### src/rtl/vga_pkg.sv
// Shared definitions for the VGA pixel-colour stage: background modes,
// colour width and the 3-bit colour-index to RGB mapping.
package vga_pkg;

  localparam int COLOR_W = 2;

  typedef enum logic [1:0] {
    MODE_BLACK = 2'd0,
    MODE_CHECK = 2'd1,
    MODE_BARS  = 2'd2,
    MODE_GRAD  = 2'd3
  } mode_e;

  typedef struct packed {
    logic [COLOR_W-1:0] r;
    logic [COLOR_W-1:0] g;
    logic [COLOR_W-1:0] b;
  } rgb_t;

  // Each index bit drives one channel at full or zero intensity.
  function automatic rgb_t idx_to_rgb(input logic [2:0] idx);
    rgb_t c;
    c.r = {COLOR_W{idx[2]}};
    c.g = {COLOR_W{idx[1]}};
    c.b = {COLOR_W{idx[0]}};
    return c;
  endfunction

endpackage

### src/rtl/bounce_axis.sv
// One axis of the bouncing box: position/direction held between frames,
// stepped on en with clamp-and-reverse at 0 and LIMIT.
module bounce_axis #(
  parameter int POS_W = 10,
  parameter int LIMIT = 608,
  parameter int STEP  = 2
) (
  input  logic             clk,
  input  logic             rst_n,
  input  logic             en,
  output logic [POS_W-1:0] pos,
  output logic             dir,
  output logic             bounce
);

  localparam logic [POS_W:0] LIMIT_W = LIMIT[POS_W:0];
  localparam logic [POS_W:0] STEP_W  = STEP[POS_W:0];

  logic [POS_W-1:0] pos_q, pos_d;
  logic             dir_q, dir_d;
  logic [POS_W:0]   pos_ext;
  logic [POS_W:0]   sum;

  // dir 0 moves toward LIMIT, dir 1 moves toward 0; the extra sum bit
  // keeps the upper compare free of wrap-around.
  always_comb begin
    pos_d   = pos_q;
    dir_d   = dir_q;
    bounce  = 1'b0;
    pos_ext = {1'b0, pos_q};
    sum     = pos_ext + STEP_W;
    if (en) begin
      if (!dir_q) begin
        if (sum >= LIMIT_W) begin
          pos_d  = LIMIT_W[POS_W-1:0];
          dir_d  = 1'b1;
          bounce = 1'b1;
        end else begin
          pos_d = sum[POS_W-1:0];
        end
      end else begin
        if (pos_ext <= STEP_W) begin
          pos_d  = '0;
          dir_d  = 1'b0;
          bounce = 1'b1;
        end else begin
          pos_d = pos_q - STEP_W[POS_W-1:0];
        end
      end
    end
  end

  always_ff @(posedge clk or negedge rst_n) begin
    if (!rst_n) begin
      pos_q <= '0;
      dir_q <= 1'b0;
    end else begin
      pos_q <= pos_d;
      dir_q <= dir_d;
    end
  end

  assign pos = pos_q;
  assign dir = dir_q;

endmodule

### src/rtl/vga_bounce_renderer.sv
// Pixel-colour stage after the VGA timing generator: background pattern plus
// a bouncing box, two registered stages with sync/enable kept aligned.
module vga_bounce_renderer
  import vga_pkg::*;
#(
  parameter int WIDTH       = 640,
  parameter int HEIGHT      = 480,
  parameter int BOX_SIZE    = 32,
  parameter int STEP        = 2,
  parameter int CHECK_SHIFT = 5
) (
  input  logic               pix_clk,
  input  logic               reset,
  input  logic [9:0]         h_sel,
  input  logic [8:0]         v_sel,
  input  logic               hsync_in,
  input  logic               vsync_in,
  input  logic               display_en,
  input  logic [1:0]         mode,
  input  logic               pause,
  output logic [COLOR_W-1:0] r,
  output logic [COLOR_W-1:0] g,
  output logic [COLOR_W-1:0] b,
  output logic               hsync,
  output logic               vsync,
  output logic               de_out,
  output logic               frame_tick
);

  localparam logic [10:0] BOX_X_W = BOX_SIZE[10:0];
  localparam logic [9:0]  BOX_Y_W = BOX_SIZE[9:0];

  logic        vsync_prev_q, vsync_prev_d;
  logic        frame_tick_q, frame_tick_d;
  mode_e       mode_q, mode_d;
  logic        pause_q, pause_d;
  logic [2:0]  colour_idx_q, colour_idx_d;
  logic        frame_evt;
  logic        move_en;

  logic [9:0]  box_x;
  logic [8:0]  box_y;
  logic        dir_x, dir_y;
  logic        bounce_x, bounce_y;

  logic [10:0] x_end;
  logic [9:0]  y_end;
  logic        in_box;

  logic [2:0]  h_hi_p1_q, h_hi_p1_d;
  logic [1:0]  v_hi_p1_q, v_hi_p1_d;
  logic        chk_p1_q, chk_p1_d;
  logic        in_box_p1_q, in_box_p1_d;
  logic        de_p1_q, de_p1_d;
  logic        hs_p1_q, hs_p1_d;
  logic        vs_p1_q, vs_p1_d;

  rgb_t        rgb_p2_q, rgb_p2_d;
  logic        de_p2_q, de_p2_d;
  logic        hs_p2_q, hs_p2_d;
  logic        vs_p2_q, vs_p2_d;

  rgb_t        bg;
  logic [2:0]  bar_idx;

  assign frame_evt = vsync_prev_q & ~vsync_in;
  // pause_q still holds the previous frame's sample on the event cycle.
  assign move_en   = frame_evt & ~pause_q;

  bounce_axis #(.POS_W(10), .LIMIT(WIDTH - BOX_SIZE), .STEP(STEP)) u_axis_x (
    .clk    (pix_clk),
    .rst_n  (reset),
    .en     (move_en),
    .pos    (box_x),
    .dir    (dir_x),
    .bounce (bounce_x)
  );

  bounce_axis #(.POS_W(9), .LIMIT(HEIGHT - BOX_SIZE), .STEP(STEP)) u_axis_y (
    .clk    (pix_clk),
    .rst_n  (reset),
    .en     (move_en),
    .pos    (box_y),
    .dir    (dir_y),
    .bounce (bounce_y)
  );

  always_comb begin
    vsync_prev_d = vsync_in;
    frame_tick_d = frame_evt;
    mode_d       = frame_evt ? mode_e'(mode) : mode_q;
    pause_d      = frame_evt ? pause : pause_q;
    colour_idx_d = colour_idx_q;
    if (move_en && (bounce_x || bounce_y)) begin
      colour_idx_d = (colour_idx_q == 3'd7) ? 3'd1 : colour_idx_q + 3'd1;
    end
  end

  // Stage 1: capture stream, box hit and the coordinate bits the patterns need
  always_comb begin
    x_end       = {1'b0, box_x} + BOX_X_W;
    y_end       = {1'b0, box_y} + BOX_Y_W;
    in_box      = (h_sel >= box_x) && ({1'b0, h_sel} < x_end) &&
                  (v_sel >= box_y) && ({1'b0, v_sel} < y_end);
    in_box_p1_d = in_box;
    h_hi_p1_d   = h_sel[9:7];
    v_hi_p1_d   = v_sel[8:7];
    chk_p1_d    = h_sel[CHECK_SHIFT] ^ v_sel[CHECK_SHIFT];
    de_p1_d     = display_en;
    hs_p1_d     = hsync_in;
    vs_p1_d     = vsync_in;
  end

  // Stage 2: pick background, overlay box, blank outside the visible area
  always_comb begin
    bg      = '0;
    bar_idx = h_hi_p1_q + 3'd1;
    case (mode_q)
      MODE_BLACK: bg = '0;
      MODE_CHECK: bg = chk_p1_q ? '1 : '0;
      MODE_BARS:  bg = idx_to_rgb(bar_idx);
      MODE_GRAD: begin
        bg.r = h_hi_p1_q[2:1];
        bg.g = v_hi_p1_q;
        bg.b = '0;
      end
      default:    bg = '0;
    endcase
    if (!de_p1_q) begin
      rgb_p2_d = '0;
    end else if (in_box_p1_q) begin
      rgb_p2_d = idx_to_rgb(colour_idx_q);
    end else begin
      rgb_p2_d = bg;
    end
    de_p2_d = de_p1_q;
    hs_p2_d = hs_p1_q;
    vs_p2_d = vs_p1_q;
  end

  always_ff @(posedge pix_clk or negedge reset) begin
    if (!reset) begin
      vsync_prev_q <= 1'b1;
      frame_tick_q <= 1'b0;
      mode_q       <= MODE_BLACK;
      pause_q      <= 1'b0;
      colour_idx_q <= 3'd1;
      h_hi_p1_q    <= '0;
      v_hi_p1_q    <= '0;
      chk_p1_q     <= 1'b0;
      in_box_p1_q  <= 1'b0;
      de_p1_q      <= 1'b0;
      hs_p1_q      <= 1'b1;
      vs_p1_q      <= 1'b1;
      rgb_p2_q     <= '0;
      de_p2_q      <= 1'b0;
      hs_p2_q      <= 1'b1;
      vs_p2_q      <= 1'b1;
    end else begin
      vsync_prev_q <= vsync_prev_d;
      frame_tick_q <= frame_tick_d;
      mode_q       <= mode_d;
      pause_q      <= pause_d;
      colour_idx_q <= colour_idx_d;
      h_hi_p1_q    <= h_hi_p1_d;
      v_hi_p1_q    <= v_hi_p1_d;
      chk_p1_q     <= chk_p1_d;
      in_box_p1_q  <= in_box_p1_d;
      de_p1_q      <= de_p1_d;
      hs_p1_q      <= hs_p1_d;
      vs_p1_q      <= vs_p1_d;
      rgb_p2_q     <= rgb_p2_d;
      de_p2_q      <= de_p2_d;
      hs_p2_q      <= hs_p2_d;
      vs_p2_q      <= vs_p2_d;
    end
  end

  assign r          = rgb_p2_q.r;
  assign g          = rgb_p2_q.g;
  assign b          = rgb_p2_q.b;
  assign hsync      = hs_p2_q;
  assign vsync      = vs_p2_q;
  assign de_out     = de_p2_q;
  assign frame_tick = frame_tick_q;

endmodule
### config.mk
export PLATFORM = sky130hd
export DESIGN_NAME = vga_bounce_renderer
export DESIGN_NICKNAME = d
export VERILOG_FILES = /design/src/rtl/vga_pkg.sv /design/src/rtl/bounce_axis.sv /design/src/rtl/vga_bounce_renderer.sv
export SDC_FILE = /design/constraint.sdc
export NUM_CORES = 1
export LEC_CHECK = 0
export BUFFER_PORTS_ARGS = -buffer_cell sky130_fd_sc_hd__buf_2
export CAP_MARGIN = 20
export CELL_PAD_IN_SITES_DETAIL_PLACEMENT = 1
export CELL_PAD_IN_SITES_GLOBAL_PLACEMENT = 2
export CORE_UTILIZATION = 37
export CTS_CLUSTER_SIZE = 14
export DETAILED_ROUTE_END_ITERATION = 10
export GPL_TIMING_DRIVEN = 0
export PLACE_DENSITY = 0.79
export RECOVER_POWER = 100
export SETUP_SLACK_MARGIN = 0.2
export SLEW_MARGIN = 40
export SYNTH_ARGS = -nofsm -noshare
export SYNTH_HDL_FRONTEND = slang
export SYNTH_HIERARCHICAL = 1
export SYNTH_SLANG_ARGS = --single-unit
### constraint.sdc
create_clock -name pix_clk -period 2.9 [get_ports pix_clk]
set_input_delay 0.29 -clock pix_clk [delete_from_list [all_inputs] [get_ports pix_clk]]
set_output_delay 0.29 -clock pix_clk [all_outputs]
set_load 0.02 [all_outputs]
==> out/results.md <==
* 0.3058 — post-synthesis sequential area ratio
* 8.897 um2 — syn avg cell area
* 13.48% — area growth from synthesis to layout
* 4 — length of the first detailed-routing pass in iterations
* 0 ns — setup_tns
* sky130_fd_sc_hd__dfrtp_1 — Yosys top cell by area
* 0.9017 — Period Utilization, post-route
* 0 — diode insertion count for antenna repair
* 1.000 — proportion of synthesized flip-flops having asynchronous set or reset
* 0.2024 — Global Route Usage Sum
* 1.875 nW — leakage power
* 0.31 ns — clock latency reported for the late side of the worst-skew pair
* -0.02576 ns — worst hold slack
* 4109 um2 — post-route cell area
* 0 — Routed Antenna Nets
* 2.81 ns — worst endpoint data arrival time
* 2220 um2 — multi-input logic area
* 0.8134 — final RePlAce weighted congestion
* 5.401 — via density per instance
* 3252 — via count of the first global-routing pass
* flop — Worst Setup Start Kind
* 0 — initial antenna violation count
* input pin to async pin — Hold Crit Class
* 9371 um2 — area inside the core boundary
* 0 — total DRC errors in the routed layout
* 75 — Netlist cell types
* 3965 um2 — post-placement cell area
* 0 — number of max-cap violations
* 100.9 um — Die Y-Extent
* 0.2634 mV — peak supply drop
* 0.3824 GHz — Max Clk Rate
* yes — CTS tree
* 16.49 um — routed wirelength normalized by instance count
* 0 — pins over their slew limit
* flop — Critical Path End Type
* 6 — synthesis warning total
* 0.3864 — Initial Util
* 100.9 um — Die Span X
* ha_1, clkbuf_4, or4_1, a31oi_4, o31ai_4, o21ai_2, and2_0, o21a_4, mux2_2 — crit path cell chain
* false — RSZ-0062 raised after global routing
* 5 — total CTS buffers
* 1168 — number of fill cells
* 10 — largest fanout on the critical path
* 0.58 ns — CP peak stage delay
* 407 — cell count after synthesis
* 2 — deepest clock path buffer count
* 16.19 mm — global-route wire length before repair
* sky130_fd_sc_hd__dfrtp_1 27%, sky130_fd_sc_hd__ha_1 13%, sky130_fd_sc_hd__inv_1 3.9%, sky130_fd_sc_hd__dfstp_2 3.6%, sky130_fd_sc_hd__a21oi_1 3.2% — top cells by area, synth
* 0.1674 — share of cells above drive strength 1
* 45 — maximum number of pins on one net before global-route repair
* 37 — IO Count
* 3621 um2 — synthesized cell area
* 44 — number of synthesized register bits
* 0.6063 — worst-case headroom to the max-slew limit
* 2 — number of H-tree levels
* 0 — number of failing setup endpoints in the final timing report
* 0 — gr ovfl total
* 0.2695 — top-area cell type share of the netlist area
* 10190 um2 — area enclosed by the die boundary
* 35 — Std-Cell Rows
* flop to flop — WS Path Type
* 473 — net count of the mapped netlist
* 125 — drt initial violations
* 7.211 mm — DP HPWL
* 0.01011 ns — final clock skew
* sky130_fd_sc_hd__or4_1 — slowest library cell on the worst path
* 44 — Sink Count
* 519 — Final Net Count
* 1110 um2 — Storage cell area
* sky130_fd_sc_hd__clkbuf_8 — clock tree root driver cell
* 0.5906 ns — worst slew pin tran
* 0 — EDFF count, synth
* 3.09 ns — Worst Path Required
* 3149 — via count
* 36 — I/O Buffers
* finished with violations — status
* 775.8 nW/um2 — power density over the cells
* 2.615 ns — crit path time final
* 9.616 mm — Final Routed Wirelength
* 0.10 ns — clock input transition at the sequential cells of the worst setup and hold paths
* sky130_fd_sc_hd__dfrtp_1 — top flip-flop cell by instance count after synthesis
* negative hold slack — violated checks
* 26 — final hold vios
-- cell usage after synthesis (3+ instances only) --
library cell / instances
sky130_fd_sc_hd__dfstp_2: 5
sky130_fd_sc_hd__mux2i_1: 4
sky130_fd_sc_hd__nor2b_1: 8
sky130_fd_sc_hd__buf_2: 3
sky130_fd_sc_hd__buf_6: 5
sky130_fd_sc_hd__nand2_1: 24
sky130_fd_sc_hd__nand4_1: 10
sky130_fd_sc_hd__inv_1: 38
sky130_fd_sc_hd__nand2b_1: 7
sky130_fd_sc_hd__a21o_1: 6
sky130_fd_sc_hd__buf_4: 4
sky130_fd_sc_hd__mux2_2: 5
sky130_fd_sc_hd__or4_1: 4
sky130_fd_sc_hd__nor2_1: 19
sky130_fd_sc_hd__and2_1: 6
sky130_fd_sc_hd__nand3_1: 11
sky130_fd_sc_hd__dfrtp_1: 39
sky130_fd_sc_hd__a21oi_1: 23
sky130_fd_sc_hd__o211ai_1: 5
sky130_fd_sc_hd__o21ai_1: 7
sky130_fd_sc_hd__clkbuf_1: 9
sky130_fd_sc_hd__o21ai_0: 20
sky130_fd_sc_hd__and3_4: 4
sky130_fd_sc_hd__nor3_1: 11
sky130_fd_sc_hd__a41oi_1: 3
sky130_fd_sc_hd__and3_1: 3
sky130_fd_sc_hd__o21a_1: 3
sky130_fd_sc_hd__xnor2_1: 9
sky130_fd_sc_hd__or3_1: 3
sky130_fd_sc_hd__ha_1: 39
sky130_fd_sc_hd__a31oi_1: 9
-- kinds of logic (layout without fill, tap and decap cells) --
kind of cell	count (synthesis)	after routing	synth area share
and+or+nand+nor	129	129	0.2094
AOI/OAI and AO/OA	111	111	0.2098
buffers and inverters	62	109	0.08500
DFF	44	44	0.3058
adders and majority gates	39	39	0.1348
xor gates and xnor gates	11	11	0.02661
muxes	9	9	0.02661
other	2	2	0.002074
-- flip-flops by register name, indices dropped and copies added (netlist names), 2 cells and up --
name / cells
u_axis_y/pos: 8
v_hi_p1_q: 2
g: 2
colour_idx_q: 3
u_axis_x/pos: 9
mode_q: 2
h_hi_p1_q: 3
r: 2
-- routing by layer --
layer	track usage	vias to the layer above	routed length [um]
met1	0.2676	1530	4707
met3	0.02566	11	250
met5	0	-	0
li1	-	1559	-
met4	0.05686	0	120
met2	0.3462	49	4537
-- layout by cell type (no fill, tap or decap), drive strengths merged, types with 3 or more instances in the layout --
master	Yosys	final
a41oi	3	3
nand2b	7	7
mux2i	4	4
a31oi	10	10
nor2	19	19
clkbuf	11	34
nor2b	11	11
dfrtp	39	39
a31o	4	4
or4	6	6
o31ai	3	3
o211ai	5	5
a21o	6	6
buf	13	35
and2	7	7
a21oi	23	23
nand2	24	24
o21a	4	4
nor3	11	11
nand3	12	12
o21ai	27	27
xnor2	9	9
ha	39	39
inv	38	38
and3	7	7
mux2	5	5
nand4	10	10
or3	4	4
dfstp	5	5
-- worst max-delay path: cells and delay by family, from the launching register on --
kind / cells / cell delay (ns)
and+or+nand+nor: 2 / 0.74
AOI/OAI and AO/OA: 4 / 0.63
DFF: 1 / 0.43
muxes: 1 / 0.33
adders and majority gates: 1 / 0.19
buffers and inverters: 1 / 0.17
-- cell type report --
cell class,count,area share
clock buffers,6,0.02010
clock inverters,2,0.009440
well taps,129,0.03928
plain buffers,24,0.04141
flip-flops and latches,44,0.2701
inverters,38,0.03471
multi-input cells,301,0.5402
repair buffers,39,0.04476
-- power breakdown --
| group | switching (mW) | total, mW | internal (mW) |
|---|---|---|---|
| registers | 0.170 | 0.931 | 0.761 |
| clock network | 0.245 | 0.527 | 0.282 |
| logic | 1.02 | 1.73 | 0.708 |
| total | 1.44 | 3.19 | 1.75 |
-- worst paths after layout --
| check | startpoint | to | slack (ns) | depth (start not counted) |
|---|---|---|---|---|
| setup reg to reg | u_axis_x/pos[1] | colour_idx_q[1] | 0.29 | 9 |
| min in group pix_clk | vsync_in | vs_p1_q | 0.07 | 1 |
| hold / removal | reset | u_axis_y/pos[3] | -0.03 | 1 |
| hold reg to reg | hs_p1_q | hsync | 0.37 | 0 |
| max in group asynchronous | reset | u_axis_x/pos[1] | 2.50 | 1 |
| setup / recovery | u_axis_x/pos[1] | colour_idx_q[1] | 0.29 | 9 |
-- metrics by stage --
step                  util  worst slack, ns  std cells  hold slack (ns)  power (mW)
floorplan                -           0.3652        407        -0.005591       2.142
global placement    0.4228         0.005522        572           0.3489       2.549
detailed placement  0.4231         -0.04160        572           0.3492       2.608
CTS                 0.4406           0.2087        583         0.007167       3.198
global route        0.4385           0.1766        583          0.03056       3.487
finish              0.4385           0.2852        583         -0.02576       3.188
-- repair_timing --
action                                  CTS  global route
gates resized for setup                   4            13
setup buffers                             3             0
pin swaps                                 1             1
endpoints found under the setup margin    3             3
hold buffers                              0             0
Power figures use the tool's default switching activity.
